### src/rtl/tt_bist_pkg.sv
// Shared types and the LFSR/MISR step function for the BIST harness.
package tt_bist_pkg;

    // Widest register the step function supports.
    localparam int unsigned MaxWidth = 32;

    typedef enum logic [1:0] {
        StIdle,
        StRun,
        StFlush,
        StDone
    } bist_state_e;

    // Fibonacci shift with parity feedback into bit 0, then XOR in a vector.
    // din = 0 gives the plain LFSR step; din = response gives the MISR step.
    // Callers zero-extend narrower state/taps, so the upper bits do not
    // disturb the parity, and they keep only their low WIDTH bits.
    function automatic logic [MaxWidth-1:0] lfsr_step(input logic [MaxWidth-1:0] state,
                                                      input logic [MaxWidth-1:0] taps,
                                                      input logic [MaxWidth-1:0] din);
        return {state[MaxWidth-2:0], ^(state & taps)} ^ din;
    endfunction

endpackage

### src/rtl/tt_lfsr_reg.sv
// WIDTH-bit LFSR/MISR register with synchronous load and step enable.
module tt_lfsr_reg
    import tt_bist_pkg::*;
#(
    parameter int unsigned      WIDTH     = 8,
    parameter logic [WIDTH-1:0] TAPS      = 8'hB8,
    parameter logic [WIDTH-1:0] RESET_VAL = '0
) (
    input  logic             clk,
    input  logic             rst_n,
    input  logic             en_i,
    input  logic             load_i,
    input  logic [WIDTH-1:0] load_val_i,
    input  logic [WIDTH-1:0] xor_in_i,
    output logic [WIDTH-1:0] q_o
);

    logic [WIDTH-1:0]    q_q, q_d;
    logic [MaxWidth-1:0] step_full;
    logic                unused_step;

    // Next step value; only the low WIDTH bits are meaningful.
    always_comb begin
        step_full   = lfsr_step(MaxWidth'(q_q), MaxWidth'(TAPS), MaxWidth'(xor_in_i));
        unused_step = ^step_full;
    end

    // Load has priority over stepping.
    always_comb begin
        q_d = q_q;
        if (load_i) begin
            q_d = load_val_i;
        end else if (en_i) begin
            q_d = step_full[WIDTH-1:0];
        end
    end

    // State register.
    always_ff @(posedge clk or negedge rst_n) begin
        if (!rst_n) begin
            q_q <= RESET_VAL;
        end else begin
            q_q <= q_d;
        end
    end

    assign q_o = q_q;

endmodule

### src/rtl/tt_bist_harness.sv
// BIST harness: LFSR stimulus, MISR response compaction, start/done/pass handshake.
module tt_bist_harness
    import tt_bist_pkg::*;
#(
    parameter int unsigned      WIDTH       = 8,
    parameter logic [WIDTH-1:0] TAPS        = 8'hB8,
    parameter logic [WIDTH-1:0] SEED        = 8'h01,
    parameter int unsigned      NUM_VECTORS = 255,
    parameter int unsigned      LATENCY     = 1,
    parameter logic [WIDTH-1:0] GOLDEN      = 8'h00
) (
    input  logic             clk,
    input  logic             rst_n,
    input  logic             ena,
    input  logic             start,
    input  logic             abort,
    input  logic [WIDTH-1:0] resp_in,
    output logic [WIDTH-1:0] stim_out,
    output logic             stim_valid,
    output logic             busy,
    output logic             done,
    output logic             pass,
    output logic [WIDTH-1:0] signature
);

    localparam int unsigned CntW = $clog2(NUM_VECTORS + 1);
    localparam int unsigned DlyW = (LATENCY > 0) ? LATENCY : 1;

    bist_state_e     state_q, state_d;
    logic [CntW-1:0] cnt_q, cnt_d;
    logic [2:0]      flush_q, flush_d;
    logic [DlyW-1:0] dly_q, dly_d;
    logic [WIDTH-1:0] lfsr_q, misr_q;
    logic            lfsr_en, lfsr_load, misr_en, misr_load;
    logic            resp_valid;

    // A response is due LATENCY cycles after its stimulus was valid.
    always_comb begin
        resp_valid = (LATENCY == 0) ? stim_valid : dly_q[DlyW-1];
    end

    // Next state, counters and register controls. abort beats ena and start.
    always_comb begin
        state_d   = state_q;
        cnt_d     = cnt_q;
        flush_d   = flush_q;
        dly_d     = dly_q;
        lfsr_en   = 1'b0;
        lfsr_load = 1'b0;
        misr_en   = 1'b0;
        misr_load = 1'b0;
        if (abort) begin
            state_d = StIdle;
            // Drop in-flight responses so a held MISR is not touched later.
            dly_d   = '0;
        end else if (ena) begin
            dly_d   = (dly_q << 1) | DlyW'(stim_valid);
            misr_en = resp_valid;
            unique case (state_q)
                StIdle, StDone: begin
                    if (start) begin
                        state_d   = StRun;
                        cnt_d     = '0;
                        dly_d     = '0;
                        lfsr_load = 1'b1;
                        misr_load = 1'b1;
                    end
                end
                StRun: begin
                    lfsr_en = 1'b1;
                    cnt_d   = cnt_q + 1'b1;
                    if (cnt_q == CntW'(NUM_VECTORS - 1)) begin
                        state_d = (LATENCY > 0) ? StFlush : StDone;
                        flush_d = '0;
                    end
                end
                StFlush: begin
                    if (flush_q == 3'(LATENCY - 1)) begin
                        state_d = StDone;
                    end else begin
                        flush_d = flush_q + 1'b1;
                    end
                end
                default: state_d = StIdle;
            endcase
        end
    end

    // FSM, counters and valid delay line.
    always_ff @(posedge clk or negedge rst_n) begin
        if (!rst_n) begin
            state_q <= StIdle;
            cnt_q   <= '0;
            flush_q <= '0;
            dly_q   <= '0;
        end else begin
            state_q <= state_d;
            cnt_q   <= cnt_d;
            flush_q <= flush_d;
            dly_q   <= dly_d;
        end
    end

    tt_lfsr_reg #(
        .WIDTH     (WIDTH),
        .TAPS      (TAPS),
        .RESET_VAL (SEED)
    ) u_stim (
        .clk        (clk),
        .rst_n      (rst_n),
        .en_i       (lfsr_en),
        .load_i     (lfsr_load),
        .load_val_i (SEED),
        .xor_in_i   ('0),
        .q_o        (lfsr_q)
    );

    tt_lfsr_reg #(
        .WIDTH     (WIDTH),
        .TAPS      (TAPS),
        .RESET_VAL ('0)
    ) u_misr (
        .clk        (clk),
        .rst_n      (rst_n),
        .en_i       (misr_en),
        .load_i     (misr_load),
        .load_val_i ('0),
        .xor_in_i   (resp_in),
        .q_o        (misr_q)
    );

    // Outputs decode directly from registered state.
    always_comb begin
        stim_out   = lfsr_q;
        stim_valid = (state_q == StRun);
        busy       = (state_q == StRun) || (state_q == StFlush);
        done       = (state_q == StDone);
        pass       = done && (misr_q == GOLDEN);
        signature  = misr_q;
    end

endmodule

### config.mk
export PLATFORM = sky130hd
export DESIGN_NAME = tt_bist_harness
export DESIGN_NICKNAME = d
export VERILOG_FILES = /design/src/rtl/tt_bist_pkg.sv /design/src/rtl/tt_lfsr_reg.sv /design/src/rtl/tt_bist_harness.sv
export SDC_FILE = /design/constraint.sdc
export NUM_CORES = 1
export LEC_CHECK = 0
export BUFFER_PORTS_ARGS = -buffer_cell sky130_fd_sc_hd__clkbuf_2
export CORE_MARGIN = 8
export CORE_UTILIZATION = 54
export CTS_CLUSTER_DIAMETER = 60
export DETAILED_ROUTE_END_ITERATION = 16
export PLACE_DENSITY = 0.79
export SYNTH_ARGS = -nofsm -noshare
export SYNTH_HDL_FRONTEND = slang
export SYNTH_SLANG_ARGS = --single-unit
### constraint.sdc
create_clock -name clk -period 2.9 [get_ports clk]
set_input_delay 0.435 -clock clk [delete_from_list [all_inputs] [get_ports clk]]
set_output_delay 0.435 -clock clk [all_outputs]
set_load 0.01 [all_outputs]
==> metrics.cfg, run 1 <==
[synth]
yosys_warnings=0
yosys.area_share.simple_pct=15.5
async_reset_ff_share_pct=100
synth.top_cell.area_share_pct=45.3
synth_fa_ha_area_share_pct=7.04
synth.distinct_cells=37
synth-seq-cells=30
synth_fp_nets=172
synth.avg_cell_area_um2=10.7
netlist_area_um2=1600
synthTopCellsByCount=dfrtp_1, a22o_1, nand2_1, inv_1, xor2_1
synth_seq_area_share_pct=47.0
synthTopCellsByArea=dfrtp_1, a22o_1, ha_1
synth_top_family_by_area=compound AO/OA/AOI/OAI gates
synth_compound_area_share_pct=15.9
synth_flop_cell=dfrtp_1
syn-instance-count=150
synthXorXnorAreaFrac_pct=8.76
synth_edf_count=0
synth_most_common_cell=dfrtp_1
synth_mux_area_share_pct=1.88
synth_largest_area_cell=dfrtp_1

[pwr]
clkPwrFrac_pct=22.0
power.total_mw=1.21
combPwrFrac_pct=30.1
sw_frac_of_total_pct=35.6
ir_drop_v=0.000644
p_int_mw=0.779
leakagePower_nw=0.943
p_sw_mw=0.430
sequentialPowerShare_pct=47.9
power_density_nw_per_um2=657

[sta]
skew_ns=0.0158
slew_headroom_pct=51.9
hold_viol=0
fin_crit_ns=2.22
finalSetupViolCount=0
fin_crit_sh_pct=76.6
finalMaxSlewViolations=0
tns_ns=0
fmax_ghz=0.450
grt_setup_unrepaired=false
worstMarginPinSlew_ns=0.722

[clock_network]
cts_hold_buf=0
cts_buffer_depth=2
clk_latency_ns=0.34
cts.clk_slew.worst_paths_ns=0.10
cts_tree=built
cts_resized=0
post_cts_buffers=0
cts.sinks=30
cts_buffers=5
cts_root_buf=clkbuf_4
cts-htree-levels=2

[floorplan]
dieArea_um2=4960
start_util_pct=57.5
row_count=19
ioPinCount=33
fp.dieH_um=70.4
core-area_um2=2780
die_x_um=70.4

[routing]
drtPass1Iterations=4
vias=1261
wirelength_um=3360
viasPerCell=5.81
postRouteAntennaNets=0
avgRoutedWirePerCell_um=15.5
drc=0
drtIter0Drc=60

[grt]
grt_max_degree=31
grt_antenna_before_repair=0
grt_usage_pct=14.2
grt_pass1_wl_um=5780
grt-ovfl-total=0
first_global_vias=1261

[worst_setup_path]
cp_max_fo=10
crit_path_end_kind=register
crit_chain=inv_1, ha_1, or3b_4, or2_1, or4b_1, nand3_1
worstPathRequired_ns=3.17
cp_slowest_cell=or4b_1
critical_path_class=reg -> reg
timing.reg2reg.setup_slack_ns=0.68
max_stage_delay_ns=0.53
crit_arrival_ns=2.50
startpoint_type=register
crit_start=state_q[0]$_DFFE_PN0P_
cp-endpoint=cnt_q[6]$_DFFE_PN0P_
crit-reg2reg-capture=cnt_q[6]$_DFFE_PN0P_
reg2reg_depth=6
r2r-start=state_q[0]$_DFFE_PN0P_

[run_status]
status=finished clean

[cells_and_area]
areaGrowthSynthToFinish_pct=15.0
stdcell_count=217
nets=207
drive_above_1_share_pct=23.1
fillerInstances=214
num_antenna_cells=0

[hold_path]
holdCritPathClass=in -> async

[flow_run]
cap_viol_max_count=0

[placed_design]
port_buffers=32
dp_hpwl_um=2580
post-place-cells=209
gp_congestion=0.809

-- state kept, by name (all words and copies together) (netlist names) --
| signal | cells |
|---|---|
| cnt_q | 8 |
| u_misr.q_o | 8 |
| u_stim.q_o | 8 |
| flush_q | 3 |
| state_q | 2 |
| dly_q | 1 |
-- power by group through the flow --
stage / Combinational, mW / Clock [mW] / Sequential (mW)
final: 0.365 / 0.266 / 0.579
after global routing: 0.416 / 0.293 / 0.594
after CTS: 0.371 / 0.276 / 0.580
after detailed placement: 0.370 / 0 / 0.588
after global placement: 0.352 / 0 / 0.580
after floorplan: 0.241 / 0 / 0.585
-- per-stage QoR --
stage	hold WS, ns	utilization (%)	worst slack, ns	area (um^2)
after floorplan	0.139	-	0.805	1600
after global placement	0.480	63.9	0.764	1780
after detailed placement	0.498	63.9	0.666	1780
after CTS	0.151	66.2	0.658	1840
after global routing	0.191	66.2	0.575	1840
final	0.130	66.2	0.680	1840
-- placed cells by master, fill, tap and decap left out, drive strengths merged, types with 3 or more instances in the layout --
cell,Yosys,layout
xnor2,6,6
o21ai,6,6
xor2,10,10
nor2,6,6
nand2,12,12
a22o,17,17
nand3,5,5
nand2b,3,3
ha,9,9
nor2b,3,3
clkbuf,3,38
dfrtp,29,29
mux2i,3,3
inv,11,11
-- cells by family (layout without fill, tap and decap cells) --
| kind of cell | Yosys count | after routing |
|---|---|---|
| flops | 30 | 30 |
| simple gates | 45 | 45 |
| fa+ha+maj | 9 | 9 |
| mux | 3 | 3 |
| compound gates | 32 | 32 |
| buf+inv | 15 | 51 |
| xor+xnor | 16 | 16 |
-- worst min path at each step --
stage,endpoint,cells after the start,slack (ns),startpoint
after floorplan,cnt_q[0]$_DFFE_PN0P_,0,0.14,rst_n
after global placement,u_stim.q_o[0]$_DFFE_PN1P_,2,0.48,u_stim.q_o[0]$_DFFE_PN1P_
after detailed placement,u_stim.q_o[0]$_DFFE_PN1P_,2,0.50,u_stim.q_o[0]$_DFFE_PN1P_
after CTS,cnt_q[1]$_DFFE_PN0P_,1,0.15,rst_n
after global routing,flush_q[2]$_DFFE_PN0P_,1,0.19,rst_n
final,flush_q[2]$_DFFE_PN0P_,1,0.13,rst_n
-- per-layer routing --
metal / vias to the layer above / GRT usage (%) / wire length, um
met5: - / 0 / 0
met3: 10 / 4.80 / 188
met1: 623 / 15.9 / 1400
met2: 29 / 22.9 / 1670
met4: 0 / 8.04 / 97
li1: 599 / - / -
-- area by class of cell --
| class | instances | area, um^2 | area share (%) |
|---|---|---|---|
| flip-flops and latches | 30 | 752 | 40.9 |
| multi-input cells | 105 | 785 | 42.6 |
| clock inverters | 2 | 12.5 | 0.680 |
| repair buffers | 32 | 160 | 8.70 |
| inverters | 11 | 41.3 | 2.24 |
| well taps | 31 | 38.8 | 2.11 |
| clock buffers | 6 | 51.3 | 2.79 |
-- critical path, delay by kind of cell (launching register included) --
family	cells	cell delay, ns
fa+ha+maj	1	0.28
buf+inv	1	0.06
flops	1	0.43
simple gates	4	1.39
Power figures use the tool's default switching activity.
==> run 2, diff against run 1 <==
Settings changed: ABC_AREA set to 1, CORE_UTILIZATION 54 to 49, PLACE_DENSITY 0.79 to 0.75.
Clock period 2.9 ns to 1.85 ns, I/O delays scaled along.
==> run 2 against run 1 <==
  * The flow now finishes with violations (hold timing)
  * Utilization is 4.6 points lower
  * Synthesized area is 9.1% higher
  * Combinational power is 6.8% higher
  * Fmax is 34% higher
  * Via count is 18% higher
  * Sequential cell count stayed put
  * Sequential share of layout area is 4.8 points lower
  * Global-route usage is 0.68 points higher
  * Non-clock buffer count is 3 higher
  * Clock power grew to 2.7 times the previous value
  * Total power is 56% higher
  * Final cell count is 41% higher
  * Critical path type unchanged
  * Critical endpoint is now cnt_q[3]$_DFFE_PN0P_
==> metrics.cfg, run 2 <==
[clock_network]
cts_resized=0  ; unchanged
cts_buffers=5  ; unchanged
cts_tree=built
clk_latency_ns=0.34  ; about the same
cts.sinks=30  ; unchanged
cts-htree-levels=2  ; unchanged
post_cts_buffers=0  ; unchanged
cts_buffer_depth=2  ; unchanged
cts_hold_buf=0  ; unchanged
cts.clk_slew.worst_paths_ns=0.11  ; about the same
cts_root_buf=clkbuf_4

[pwr]
ir_drop_v=0.000621  ; -3.6%
power_density_nw_per_um2=904  ; +38%
p_sw_mw=0.554  ; +29%
combPwrFrac_pct=20.7  ; -9.4 points
sw_frac_of_total_pct=29.4  ; -6.2 points
power.total_mw=1.89  ; +56%
sequentialPowerShare_pct=41.7  ; -6.2 points
p_int_mw=1.33  ; +71%
clkPwrFrac_pct=37.6  ; +16 points
leakagePower_nw=1.11  ; +18%

[routing]
vias=1491  ; +18%
wirelength_um=3750  ; +12%
postRouteAntennaNets=0  ; unchanged
drc=0  ; unchanged
avgRoutedWirePerCell_um=12.2  ; -21%
drtPass1Iterations=4  ; unchanged
drtIter0Drc=114  ; +90%
viasPerCell=4.86  ; -16%

[floorplan]
start_util_pct=51.5  ; -6.0 points
dieArea_um2=5730  ; +16%
die_x_um=75.7  ; +7.5%
ioPinCount=33  ; unchanged
row_count=21  ; +2
fp.dieH_um=75.7  ; +7.5%
core-area_um2=3390  ; +22%

[run_status]
status=finished, violations left
violations=hold timing

[synth]
synth_most_common_cell=nand2_1
synth.distinct_cells=22  ; -41%
netlist_area_um2=1750  ; +9.1%
synthTopCellsByCount=nand2_1, dfrtp_1, inv_1, o21ai_0, xor2_1
synth.avg_cell_area_um2=7.94  ; -26%
synth_edf_count=0  ; unchanged
synth_seq_area_share_pct=43.1  ; -3.9 points
async_reset_ff_share_pct=100  ; unchanged
syn-instance-count=220  ; +47%
synth-seq-cells=30  ; unchanged
synth_fp_nets=242  ; +41%
synthTopCellsByArea=dfrtp_1, nand2_1, xor2_1
synth.top_cell.area_share_pct=41.5  ; -3.8 points
synth_flop_cell=dfrtp_1
synth_largest_area_cell=dfrtp_1
yosys_warnings=0  ; unchanged

[cells_and_area]
nets=282  ; +36%
drive_above_1_share_pct=19.9  ; -3.2 points
stdcell_count=307  ; +41%
fillerInstances=314  ; +47%
fin_area_um2=2090  ; +13%
mostFrequentLayoutCells=nand2_1, clkbuf_2, dfrtp_1
utilization_pct=61.5  ; -4.6 points
final_common_cell=nand2_1
areaGrowthSynthToFinish_pct=19.4
num_antenna_cells=0  ; unchanged

[worst_setup_path]
crit_start=state_q[0]$_DFFE_PN0P_
worstPathRequired_ns=2.12  ; -1.05 ns
r2r-start=state_q[0]$_DFFE_PN0P_
timing.reg2reg.setup_slack_ns=0.19  ; -0.49 ns
crit_arrival_ns=1.93  ; -0.57 ns
crit_path_end_kind=register
startpoint_type=register
critical_path_class=reg -> reg
cp_max_fo=10  ; unchanged
reg2reg_depth=7  ; +1
crit-reg2reg-capture=cnt_q[3]$_DFFE_PN0P_
cp-endpoint=cnt_q[3]$_DFFE_PN0P_

[sta]
finalMaxSlewViolations=0  ; unchanged
layout_setup_ws_ns=0.187  ; -0.493 ns
worstMarginPinSlew_ns=0.758  ; +0.0364 ns
tns_ns=0  ; unchanged
hold_viol=17  ; +17
finalSetupViolCount=0  ; unchanged
hold_slack_ns=-0.0152  ; -0.145 ns
fin_crit_sh_pct=89.9  ; +13 points
fmax_ghz=0.601  ; +34%
slew_headroom_pct=49.5  ; -2.4 points
grt_setup_unrepaired=false
fin_crit_ns=1.66  ; -0.557 ns
skew_ns=0.0183  ; +0.00248 ns

[placed_design]
gp_congestion=0.839  ; +3.7%
dp_hpwl_um=2740  ; +6.2%
place_ws_ns=0.200  ; -0.466 ns
post-place-cells=299  ; +43%
port_buffers=32  ; unchanged
placed_area_um2=1970  ; +11%

[grt]
grt-ovfl-total=0  ; unchanged
grt_antenna_before_repair=0  ; unchanged
grt_pass1_wl_um=6510  ; +13%
grt_max_degree=31  ; unchanged
grt_usage_pct=14.9  ; +0.68 points
first_global_vias=1480  ; +17%

[hold_path]
holdCritPathClass=in -> async

[flow_run]
cap_viol_max_count=0  ; unchanged

run 2: cell count changes in the layout (fill, tap and decap cells not counted), sizes merged, moves of 7 or more:
cell and change:
nand2 +64, inv +18, a22o -17, nand4 +7, o21ai +11, nor2 +7
nand3 +8
run 2: cell families (layout without fill, tap and decap cells):
group | Yosys count | in the layout | share of synthesized area (%)
simple gates | 112 | 112 | 28.9
buf+inv | 31 | 72 | 6.95
flops | 30 | 30 | 43.1
fa+ha+maj | 9 | 9 | 6.45
compound gates | 21 | 21 | 6.16
xor+xnor | 17 | 17 | 8.52
run 2: cell type report:
type	count	area [um^2]	share of cell area, %
clock buffers	6	51.3	2.46
clock inverters	2	60.1	2.88
inverters	29	109	5.22
multi-input cells	159	873	41.9
flip-flops and latches	30	752	36.1
well taps	46	57.6	2.76
repair buffers	35	183	8.76
run 2: worst min path at each step:
stage | start | end | slack [ns] | cells past startpoint
2_1_floorplan | rst_n | cnt_q[0]$_DFFE_PN0P_ | -0.02 | 0
3_3_place_gp | rst_n | flush_q[0]$_DFFE_PN0P_ | 0.38 | 1
3_5_place_dp | rst_n | flush_q[0]$_DFFE_PN0P_ | 0.39 | 1
4_1_cts | rst_n | cnt_q[1]$_DFFE_PN0P_ | 0.0006 | 1
5_1_grt | rst_n | cnt_q[4]$_DFFE_PN0P_ | 0.04 | 1
6_report | rst_n | cnt_q[1]$_DFFE_PN0P_ | -0.02 | 1
run 2: power by group through the flow:
stage | registers (mW) | logic, mW | clock network (mW)
global route | 0.798 | 0.440 | 0.741
detailed placement | 0.800 | 0.391 | 0
global placement | 0.798 | 0.389 | 0
CTS | 0.787 | 0.396 | 0.720
floorplan | 0.813 | 0.226 | 0
finish | 0.787 | 0.390 | 0.710
run 2: worst max-delay path: stages, from the launching register on:
cell and delay (ns):
dfrtp_1 0.44, inv_1 0.07, ha_1 0.34, nand2_1 0.13
nand2_1 0.08, nor2_2 0.32, nand4_1 0.13, o21ai_0 0.10
run 2: layer usage:
layer  wire length (um)  GRT usage [%]
met2               1730           24.6
met1               1720           18.1
met3                245           3.95
met5                  0              0
met4                 51           5.33
==> run 3, diff against run 2 <==
Settings changed: REMOVE_ABC_BUFFERS set to 1.
==> run 3 against run 2 <==
  * Die area unchanged
  * Critical path depth is the same
  * Via count hardly changed
  * Clock-buffer cell count stayed put
  * Total power decreased by 18%
  * Register-to-register slack gained 0.02 ns
  * Non-clock buffer count unchanged
  * The flow still finishes with violations (hold timing)
  * Clock skew down 0.0093 ns
  * Combinational power is 2% lower
==> metrics.cfg, run 3 (synthesis gave the netlist of run 2 again) <==
[run_status]
status=finished, violations left
violations=hold timing

[cells_and_area]
fillerInstances=306  ; -2.5%
final_common_cell=nand2_1
areaGrowthSynthToFinish_pct=16.0
utilization_pct=59.8  ; -1.8 points
drive_above_1_share_pct=19.5  ; -0.38 points
num_antenna_cells=0  ; unchanged
mostFrequentLayoutCells=nand2_1, clkbuf_2, dfrtp_1
nets=282  ; unchanged

[worst_setup_path]
worstPathRequired_ns=2.11  ; about the same
crit_path_end_kind=register
crit_arrival_ns=1.90  ; -0.03 ns
timing.reg2reg.setup_slack_ns=0.21  ; +0.02 ns
critical_path_class=reg -> reg
startpoint_type=register
crit_start=state_q[0]$_DFFE_PN0P_
cp_max_fo=10  ; unchanged
r2r-start=state_q[0]$_DFFE_PN0P_
reg2reg_depth=7  ; unchanged

[clock_network]
post_cts_buffers=0  ; unchanged
cts_buffer_depth=2  ; unchanged
clk_latency_ns=0.33  ; about the same
cts.sinks=30  ; unchanged
cts_buffers=5  ; unchanged
cts_tree=built
cts_hold_buf=0  ; unchanged
cts_root_buf=clkbuf_4
cts_resized=0  ; unchanged
cts-htree-levels=2  ; unchanged
cts.clk_slew.worst_paths_ns=0.10  ; about the same

[sta]
fmax_ghz=0.610  ; +1.4%
worstMarginPinSlew_ns=0.763  ; +0.00525 ns
finalSetupViolCount=0  ; unchanged
finalMaxSlewViolations=0  ; unchanged
hold_viol=1  ; -16
skew_ns=0.00892  ; -0.00934 ns
fin_crit_sh_pct=88.6  ; -1.3 points
hold_slack_ns=-0.000988  ; +0.0142 ns
grt_setup_unrepaired=false
fin_crit_ns=1.64  ; -0.0232 ns
tns_ns=0  ; unchanged
slew_headroom_pct=49.1  ; -0.35 points

[flow_run]
cap_viol_max_count=0  ; unchanged

[routing]
avgRoutedWirePerCell_um=11.6  ; -4.8%
drtPass1Iterations=4  ; unchanged
wirelength_um=3570  ; -4.8%
drtIter0Drc=78  ; -32%
drc=0  ; unchanged
vias=1490  ; -0.067%
postRouteAntennaNets=0  ; unchanged
viasPerCell=4.85  ; about the same

[grt]
grt_pass1_wl_um=6350  ; -2.4%
first_global_vias=1431  ; -3.3%
grt-ovfl-total=0  ; unchanged
grt_usage_pct=14.5  ; -0.36 points
grt_antenna_before_repair=0  ; unchanged
grt_max_degree=31  ; unchanged

[pwr]
ir_drop_v=0.000381  ; -39%
power.total_mw=1.54  ; -18%
power_density_nw_per_um2=761  ; -16%
leakagePower_nw=1.09  ; -2.4%

[placed_design]
port_buffers=32  ; unchanged
dp_hpwl_um=2670  ; -2.5%
gp_congestion=0.818  ; -2.5%

[floorplan]
ioPinCount=33  ; unchanged
die_x_um=75.7  ; unchanged
fp.dieH_um=75.7  ; unchanged
core-area_um2=3390  ; unchanged
row_count=21  ; unchanged
dieArea_um2=5730  ; unchanged
start_util_pct=51.5  ; unchanged

[hold_path]
holdCritPathClass=in -> async

## run 3: cell types whose count changed in the layout (fill, tap and decap cells not counted), sizes merged
| cell | before | now |
|---|---|---|
| clkinv | 0 | 2 |
| bufinv | 2 | 0 |
## run 3: where the power goes
part | switching, mW | total [mW] | internal (mW) | leakage, nW
logic | 0.230 | 0.382 | 0.152 | 0.648
clock network | 0.228 | 0.373 | 0.144 | 0.0320
registers | 0.0648 | 0.787 | 0.722 | 0.408
## run 3: stage by stage
step / area (um^2) / instances / setup WS (ns) / hold WS, ns
after floorplan: 1730 / 218 / 0.338 / -0.0181
after global placement: 1970 / 299 / 0.279 / 0.384
after detailed placement: 1970 / 299 / 0.205 / 0.385
after CTS: 2030 / 307 / 0.201 / 0.0176
after global routing: 2030 / 307 / 0.0407 / 0.0570
final: 2030 / 307 / 0.210 / -0.000988
## run 3: layout make-up
| type | count | area (um^2) | share of cell area [%] |
|---|---|---|---|
| Inverter | 29 | 109 | 5.37 |
| Sequential cell | 30 | 752 | 37.1 |
| Clock buffer | 6 | 41.3 | 2.04 |
| Timing Repair Buffer | 35 | 183 | 9.02 |
| Clock inverter | 2 | 10.0 | 0.494 |
| Multi-Input combinational cell | 159 | 873 | 43.1 |
| Tap cell | 46 | 57.6 | 2.84 |
## run 3: path summary, 6_finish.rpt
kind / endpoint
min in group clk: u_misr.q_o[7]$_DFFE_PN0P_
min reg2reg: u_stim.q_o[2]$_DFFE_PN0P_
min: u_misr.q_o[0]$_DFFE_PN0P_
max reg2reg: cnt_q[4]$_DFFE_PN0P_
max: cnt_q[4]$_DFFE_PN0P_
max in group asynchronous: cnt_q[6]$_DFFE_PN0P_
## run 3: critical path, stage by stage (launching register included)
cell and delay [ns]:
dfrtp_1 0.43, inv_1 0.06, ha_1 0.34, nand2_1 0.14, nand2_1 0.08, nor2_2 0.30, nand4_1 0.13, o21ai_0 0.09
## run 3: routing by layer
metal | vias to the layer above | global-route usage [%] | share of wire [%]
met5 | - | 0 | 0
met4 | 0 | 5.97 | 1.6
met3 | 4 | 4.08 | 6.2
met2 | 33 | 23.6 | 46
met1 | 675 | 17.6 | 46
li1 | 778 | - | -
